`config.mk`:
```
export PLATFORM = sky130hd
export DESIGN_NAME = mole_game_ctrl
export DESIGN_NICKNAME = d
export VERILOG_FILES = /design/src/rtl/whackamole_pkg.sv /design/src/rtl/mole_lfsr.sv /design/src/rtl/mole_game_ctrl.sv
export SDC_FILE = /design/constraint.sdc
export NUM_CORES = 1
export LEC_CHECK = 0
export BUFFER_PORTS_ARGS = -buffer_cell sky130_fd_sc_hd__buf_2
export CORE_MARGIN = 3
export CORE_UTILIZATION = 64
export DETAILED_ROUTE_END_ITERATION = 10
export HOLD_SLACK_MARGIN = 0.1
export PLACE_DENSITY_LB_ADDON = 0.3
export SYNTH_ARGS = -nofsm -noshare
export SYNTH_HDL_FRONTEND = slang
export SYNTH_SLANG_ARGS = --single-unit
```
`constraint.sdc`:
```
create_clock -name clk -period 7.8 [get_ports clk]
set_input_delay 0.78 -clock clk [delete_from_list [all_inputs] [get_ports clk]]
set_output_delay 0.78 -clock clk [all_outputs]
set_load 0.02 [all_outputs]
```
`src/rtl/whackamole_pkg.sv`:
```
// Shared types and constants for the whack-a-mole game controller.
package whackamole_pkg;

    typedef enum logic [2:0] {
        S_IDLE  = 3'd0,
        S_SPAWN = 3'd1,
        S_WAIT  = 3'd2,
        S_JUDGE = 3'd3,
        S_GAP   = 3'd4,
        S_OVER  = 3'd5
    } state_t;

    localparam logic [2:0]  NO_MOLE   = 3'd5;
    localparam int unsigned NUM_HOLES = 5;
    // Feedback taps 8,6,5,4 of x^8+x^6+x^5+x^4+1, as a mask over lfsr[7:0].
    localparam logic [7:0]  LFSR_TAPS = 8'hB8;

    function automatic logic [7:0] sat_inc(input logic [7:0] v);
        return (v == 8'hFF) ? v : v + 8'd1;
    endfunction

endpackage

```
`src/rtl/mole_lfsr.sv`:
```
// Free-running LFSR folded onto holes 0..4, never repeating the previous hole.
module mole_lfsr
    import whackamole_pkg::*;
#(
    parameter logic [7:0] LFSR_SEED = 8'hA5
) (
    input  logic       clk,
    input  logic       rst_n,
    input  logic [2:0] prev_pos,
    output logic [2:0] next_pos
);

    logic [7:0] lfsr;
    logic [2:0] raw;
    logic [2:0] cand;

    always_ff @(posedge clk or negedge rst_n) begin
        if (!rst_n) begin
            lfsr <= LFSR_SEED;
        end else begin
            lfsr <= {lfsr[6:0], ^(lfsr & LFSR_TAPS)};
        end
    end

    always_comb begin
        raw  = lfsr[2:0];
        cand = (raw >= NO_MOLE) ? raw - NO_MOLE : raw;
        if (cand == prev_pos) begin
            next_pos = (cand == 3'(NUM_HOLES - 1)) ? 3'd0 : cand + 3'd1;
        end else begin
            next_pos = cand;
        end
    end

endmodule

```
`src/rtl/mole_game_ctrl.sv`:
```
// Whack-a-mole round sequencer: spawns moles, times guess windows, judges hits and keeps score.
module mole_game_ctrl
    import whackamole_pkg::*;
#(
    parameter int unsigned WINDOW_TICKS = 50_000_000,
    parameter int unsigned GAP_TICKS    = 25_000_000,
    parameter int unsigned ROUNDS       = 20,
    parameter logic [7:0]  LFSR_SEED    = 8'hA5
) (
    input  logic       clk,
    input  logic       rst_n,
    input  logic       soft_rst,
    input  logic       start,
    input  logic [2:0] user_guess,
    input  logic       eval_now,
    output logic       guess_now,
    output logic [2:0] mole_pos,
    output logic [7:0] score,
    output logic [7:0] misses,
    output logic [7:0] round_cnt,
    output logic       hit_pulse,
    output logic       miss_pulse,
    output logic       game_over
);

    state_t      state;
    state_t      state_n;
    logic [31:0] tick_cnt;
    logic [2:0]  prev_pos;
    logic [2:0]  next_pos;
    logic        accept;
    logic        is_hit;
    logic        last_tick;

    mole_lfsr #(.LFSR_SEED(LFSR_SEED)) u_lfsr (
        .clk      (clk),
        .rst_n    (rst_n),
        .prev_pos (prev_pos),
        .next_pos (next_pos)
    );

    assign last_tick = (tick_cnt == '0);
    // The counter still holds its load value only on the first WAIT cycle, whose eval_now is stale.
    assign accept = (state == S_WAIT) && eval_now && (user_guess < NO_MOLE)
                    && (tick_cnt != WINDOW_TICKS - 1);
    assign is_hit = accept && (user_guess == mole_pos);

    always_comb begin
        state_n = state;
        case (state)
            S_IDLE:  if (start) state_n = S_SPAWN;
            S_SPAWN: state_n = S_WAIT;
            S_WAIT:  if (accept || last_tick) state_n = S_JUDGE;
            S_JUDGE: state_n = S_GAP;
            S_GAP:   if (last_tick) state_n = (round_cnt == 8'(ROUNDS)) ? S_OVER : S_SPAWN;
            S_OVER:  if (start) state_n = S_SPAWN;
            default: state_n = S_IDLE;
        endcase
        if (soft_rst) state_n = S_IDLE;
    end

    always_ff @(posedge clk or negedge rst_n) begin
        if (!rst_n) begin
            state      <= S_IDLE;
            tick_cnt   <= '0;
            prev_pos   <= NO_MOLE;
            guess_now  <= 1'b0;
            mole_pos   <= NO_MOLE;
            score      <= '0;
            misses     <= '0;
            round_cnt  <= '0;
            hit_pulse  <= 1'b0;
            miss_pulse <= 1'b0;
            game_over  <= 1'b0;
        end else if (soft_rst) begin
            // prev_pos and the LFSR are deliberately left running across a game clear.
            state      <= S_IDLE;
            tick_cnt   <= '0;
            guess_now  <= 1'b0;
            mole_pos   <= NO_MOLE;
            score      <= '0;
            misses     <= '0;
            round_cnt  <= '0;
            hit_pulse  <= 1'b0;
            miss_pulse <= 1'b0;
            game_over  <= 1'b0;
        end else begin
            state      <= state_n;
            guess_now  <= (state_n == S_WAIT);
            game_over  <= (state_n == S_OVER);
            hit_pulse  <= 1'b0;
            miss_pulse <= 1'b0;
            case (state)
                S_IDLE, S_OVER: begin
                    if (start) begin
                        score     <= '0;
                        misses    <= '0;
                        round_cnt <= '0;
                    end
                end
                S_SPAWN: begin
                    mole_pos  <= next_pos;
                    prev_pos  <= next_pos;
                    round_cnt <= sat_inc(round_cnt);
                    tick_cnt  <= WINDOW_TICKS - 1;
                end
                S_WAIT: begin
                    if (state_n == S_JUDGE) begin
                        if (is_hit) begin
                            score     <= sat_inc(score);
                            hit_pulse <= 1'b1;
                        end else begin
                            misses     <= sat_inc(misses);
                            miss_pulse <= 1'b1;
                        end
                    end else begin
                        tick_cnt <= tick_cnt - 1;
                    end
                end
                S_JUDGE: begin
                    mole_pos <= NO_MOLE;
                    tick_cnt <= GAP_TICKS - 1;
                end
                S_GAP: begin
                    if (!last_tick) tick_cnt <= tick_cnt - 1;
                end
                default: ;
            endcase
        end
    end

endmodule

```
==> impl_metrics.yaml, run 1 <==
global_routing:
  first_global_vias: 4112
  grt_max_degree: 78
  antenna_found_initial: 0
  grt.total_usage_pct: 29.26
  grt_pass1_wl_um: 19910
  grt_overflow: 0
setup_path:
  cp.required_ns: 8.05
  path_class: "register to register"
  critPathMaxFanout: 22
  crit_path_end_kind: "register"
  rr_worst_depth: 7
  start_kind: "register"
  cp.arrival_ns: 4.19
yosys:
  yosysTopAreaCell: "dfrtp_1"
  ys_seq_elements: 77
  synth_ff_type: "dfrtp_1"
  synth-edff-count: 0
  async_flop_share_pct: 100.0
  yosysTopAreaCellShare_pct: 37.50
  syn_area_per_cell_um2: 8.993
  ys_seq_area_share_pct: 42.07
  synthTopCellsByArea: "dfrtp_1, a21oi_1, dfstp_2"
  syn-cell-area_um2: 4604
  syn-num-nets: 530
  synthCells: 512
  ys_types: 68
  yosys_warnings: 0
cells_and_area:
  final_util_pct: 73.30
  n_antenna_cell: 0
  fin_nets: 555
  layout-drive-gt1-share_pct: 12.92
  final_common_cell: "dfrtp_1"
  area_growth_pct: 9.348
  finalInstanceArea_um2: 5035
  final_cell_mix: "dfrtp_1, a21oi_1, nor2_1"
  finalNonFillerCells: 638
  fillers: 504
sta:
  fin_worst_skew_ns: 0.01522
  setup_violations: 0
  hold_viol: 0
  rsz0062_at_grt: "false"
  finalCritPeriodShare_pct: 50.55
  whs_ns: 0.3697
  tightest_slew_ns: 1.232
  worst_slack_ns: 3.857
  fmax_ghz: 0.2536
  slew_headroom_pct: 17.25
  final.setup.tns_ns: 0
  drv_slew: 0
  min_period_ns: 3.943
drt:
  drt_iter0_drc: 493
  via_per_inst: 6.788
  drc_errors: 0
  firstDrtPassIters: 5
  wl_per_cell_um: 18.47
  routed_wl_um: 11790
  drtAntennaViolNets: 0
  vias: 4331
power:
  internal_power_uw: 675.1
  cellLeakagePower_nw: 2.161
  p_sw_uw: 332.0
  power_frac_seq_pct: 47.8
  finalPower_mw: 1.007
  clkPwrFrac_pct: 32.8
  power_frac_comb_pct: 19.4
  p_sw_share_pct: 32.97
  vdd_drop_max_mv: 0.1466
  power.density_nw_per_um2: 200.0
placed_design:
  place_congestion: 0.9373
  dp.cells: 622
  post-place-ws_ns: 3.974
  dpl_cell_area_um2: 4818
  dp_hpwl_um: 8068
  portBuffers: 38
floorplanning:
  fp-row-count: 30
  die_area_um2: 8248
  core-area_um2: 6869
  io_pins: 39
  chipWidth_um: 90.82
  die_y_um: 90.82
  start_util_pct: 67.03
cts:
  cts_sinks: 77
  hold_buffers: 0
  worstSkewPairLatency_ns: 0.36
  cts-root-buf: "clkbuf_8"
  cts_tree: "done"
  numCtsBuffers: 9
  clk_pin_slew_ns: 0.09
  clockBufferDepth: 2
  htreeDepth: 3
  post_cts_resized: 0
  postCtsSetupBuffers: 0
worst_hold_path:
  hold_path.class: "register to register"
  whs_path_depth: 0
outcome:
  outcome: "completed"
flow_run:
  maxCapViolations: 0
-- final timing paths --
check,start,end,slack (ns)
worst min register to register,u_lfsr.lfsr[6]$_DFF_PN0_,u_lfsr.lfsr[7]$_DFF_PN1_,0.37
worst min-delay path,u_lfsr.lfsr[6]$_DFF_PN0_,u_lfsr.lfsr[7]$_DFF_PN1_,0.37
worst max register to register,tick_cnt[4]$_DFFE_PN0P_,tick_cnt[0]$_DFFE_PN0P_,3.86
worst max-delay path,tick_cnt[4]$_DFFE_PN0P_,tick_cnt[0]$_DFFE_PN0P_,3.86
min in group asynchronous,rst_n,tick_cnt[29]$_DFFE_PN0P_,0.56
max in group asynchronous,rst_n,tick_cnt[16]$_DFFE_PN0P_,6.64
-- flip-flops by register name, indices dropped and copies added, names as in the netlist, 3 cells and up --
signal,count
misses,8
prev_pos,3
round_cnt,8
tick_cnt,32
u_lfsr.lfsr,8
score,8
mole_pos,3
state,3
-- worst max-delay path: stages (launching register included) --
cell,delay [ns]
dfrtp_1,0.44
nor4_1,0.84
nand2_1,0.37
or4b_4,0.60
a21oi_1,0.15
buf_4,0.27
and2_1,0.77
mux2_1,0.38
-- cell type report --
type	count	area (um2)	area share (%)
timing repair buffer	40	207.7	4.125
clock inverter	5	65.06	1.292
inverter	21	78.83	1.566
tap	96	120.1	2.386
sequential	77	1937	38.47
clock buffer	11	151.4	3.007
multi-input combinational	388	2475	49.15
-- cells in the mapped netlist (all sizes together) (3+ instances only) --
cell / n
o31ai: 6
or4b: 3
dfstp: 8
a41oi: 4
o211ai: 5
nor4: 11
o41ai: 3
clkbuf: 17
or3: 9
dfrtp: 69
nand2b: 11
or2: 3
buf: 9
nor3b: 3
o21ai: 23
nor4b: 3
ha: 10
nand4b: 5
nor3: 18
a31oi: 20
o32ai: 3
o21a: 7
nand3: 13
a211oi: 3
a21oi: 49
or4: 15
o22a: 17
and3: 9
nor2: 41
and2: 5
mux2: 3
nand2: 29
inv: 21
nor2b: 3
nand4: 12
xnor2: 11
-- power groups by stage --
stage,Clock [mW],Sequential (mW),Combinational [mW]
after floorplan,0,0.472,0.151
after global placement,0,0.484,0.184
after detailed placement,0,0.486,0.191
after CTS,0.334,0.479,0.192
after global routing,0.351,0.487,0.215
final,0.330,0.482,0.195
-- per-layer routing --
layer,share of wire [%],up-vias,GRT usage (%)
met4,1.6,0,7.035
met3,7.7,27,7.083
met1,42,2107,39.30
li1,-,1997,-
met5,0,-,0
met2,49,200,48.05
-- cells by family (layout without fill, tap and decap cells) --
group,count (synthesis),after routing,share of synthesized area (%)
xor+xnor,12,12,2.283
compound gates,160,160,22.96
flops,77,77,42.07
simple gates,200,200,24.40
mux,5,5,1.168
buf+inv,47,77,4.185
fa+ha+maj,11,11,2.935
Note: power is estimated with default switching activity, not from simulation.
==> run 2, diff against run 1 <==
CORE_UTILIZATION = 60   (was 64)
clock period = 3.82 ns   (was 7.8 ns; I/O delays follow)
==> impl_metrics.yaml, run 2 (synthesis gave the netlist of run 1 again) <==
power:
  internal_power_mw: 1.497
  clkPwrFrac_pct: 35.0
  cellLeakagePower_nw: 2.234
  finalPower_mw: 2.146
  power_frac_seq_pct: 45.8
  p_sw_share_pct: 30.23
  vdd_drop_max_mv: 0.2356
  power_frac_comb_pct: 19.2
  p_sw_uw: 648.8
  power.density_nw_per_um2: 416.5
sta:
  min_period_ns: 3.187
  fmax_ghz: 0.3137
  drv_slew: 0
  finalCritPeriodShare_pct: 83.44
  hold_viol: 0
  rsz0062_at_grt: "false"
  final.setup.tns_ns: 0
  tightest_slew_ns: 1.137
  fin_worst_skew_ns: 0.01004
  slew_headroom_pct: 24.18
  whs_ns: 0.1686
  setup_violations: 0
global_routing:
  grt_overflow: 0
  grt_max_degree: 78
  antenna_found_initial: 0
  first_global_vias: 4148
  grt.total_usage_pct: 29.06
  grt_pass1_wl_um: 20450
cts:
  post_cts_resized: 0
  postCtsSetupBuffers: 0
  hold_buffers: 0
  numCtsBuffers: 9
  cts_tree: "done"
  clk_pin_slew_ns: 0.08
  worstSkewPairLatency_ns: 0.36
  cts-root-buf: "clkbuf_8"
  cts_sinks: 77
  clockBufferDepth: 2
  htreeDepth: 3
cells_and_area:
  final_cell_mix: "dfrtp_1, a21oi_1, nor2_1"
  largest_reg_flops: 32
  layout-drive-gt1-share_pct: 14.44
  final_util_pct: 70.29
  final_common_cell: "dfrtp_1"
  n_antenna_cell: 0
  fin_nets: 567
  area_growth_pct: 11.90
  largest_register: "tick_cnt"
drt:
  drt_iter0_drc: 372
  wl_per_cell_um: 18.37
  routed_wl_um: 12000
  wl_met2_um: 5866
  wl_met3_um: 790
  m1WireLength_um: 5148
  drtAntennaViolNets: 0
  via_per_inst: 6.639
  vias: 4335
  firstDrtPassIters: 5
  highest_layer: "met4"
  drc_errors: 0
floorplanning:
  start_util_pct: 62.81
  fp-row-count: 31
  die_area_um2: 8761
  chipWidth_um: 93.60
  die_y_um: 93.60
  core-area_um2: 7331
  io_pins: 39
setup_path:
  crit_path_end_kind: "register"
  path_class: "register to register"
  cp.arrival_ns: 3.43
  start_kind: "register"
  r2r-start: "tick_cnt[8]$_DFFE_PN0P_"
  worstSetupStartpoint: "tick_cnt[8]$_DFFE_PN0P_"
  cp.required_ns: 4.06
  critPathMaxFanout: 20
placed_design:
  portBuffers: 38
  place_congestion: 0.9215
  dp_hpwl_um: 8352
flow_run:
  maxCapViolations: 0
outcome:
  outcome: "completed"
worst_hold_path:
  hold_path.class: "input port to async pin"
## run 2: final timing paths
| path | to | slack (ns) | cells past startpoint |
|---|---|---|---|
| min in group clk | u_lfsr.lfsr[7]$_DFF_PN1_ | 0.36 | 0 |
| hold / removal | round_cnt[0]$_DFFE_PN0P_ | 0.17 | 1 |
| setup reg to reg | tick_cnt[24]$_DFFE_PN0P_ | 0.63 | 8 |
| hold reg to reg | u_lfsr.lfsr[7]$_DFF_PN1_ | 0.36 | 0 |
| setup / recovery | tick_cnt[24]$_DFFE_PN0P_ | 0.63 | 8 |
| max in group asynchronous | miss_pulse$_DFF_PN0_ | 3.03 | 1 |
## run 2: worst max-delay path, cell delays in order, from the launching register on
cell and delay [ns]:
dfrtp_1 0.44, or4_1 0.69, nor4_1 0.39, a21o_1 0.29
o2111ai_1 0.15, buf_4 0.24, and2_1 0.31, buf_4 0.25
o32ai_1 0.31
## run 2: through the flow
stage | instances | instance area [um2] | setup slack [ns]
final | 653 | 5152 | 0.6325
after global routing | 653 | 5152 | 0.4601
after CTS | 653 | 5152 | 0.6775
after detailed placement | 637 | 4912 | 0.7024
after global placement | 637 | 4912 | 0.7592
after floorplan | 512 | 4604 | 0.9462
## run 2: layout make-up
type | count | area [um2]
clock buffer | 12 | 145.1
clock inverter | 4 | 95.09
fill | 572 | 2178
inverter | 21 | 78.83
multi-input combinational | 388 | 2475
sequential | 77 | 1937
tap | 99 | 123.9
timing repair buffer | 52 | 297.8
## run 2: metal layers
| metal | GRT usage, % | vias up |
|---|---|---|
| met4 | 7.461 | 0 |
| met5 | 0 | - |
| met3 | 5.632 | 22 |
| met2 | 48.90 | 186 |
| met1 | 38.64 | 2109 |
| li1 | - | 2018 |
## run 2: power groups by stage
| stage | logic [mW] | clock network [mW] | registers, mW |
|---|---|---|---|
| CTS | 0.409 | 0.761 | 0.979 |
| global route | 0.456 | 0.793 | 0.996 |
| global placement | 0.395 | 0 | 0.990 |
| floorplan | 0.309 | 0 | 0.963 |
| finish | 0.412 | 0.752 | 0.983 |
| detailed placement | 0.406 | 0 | 0.994 |
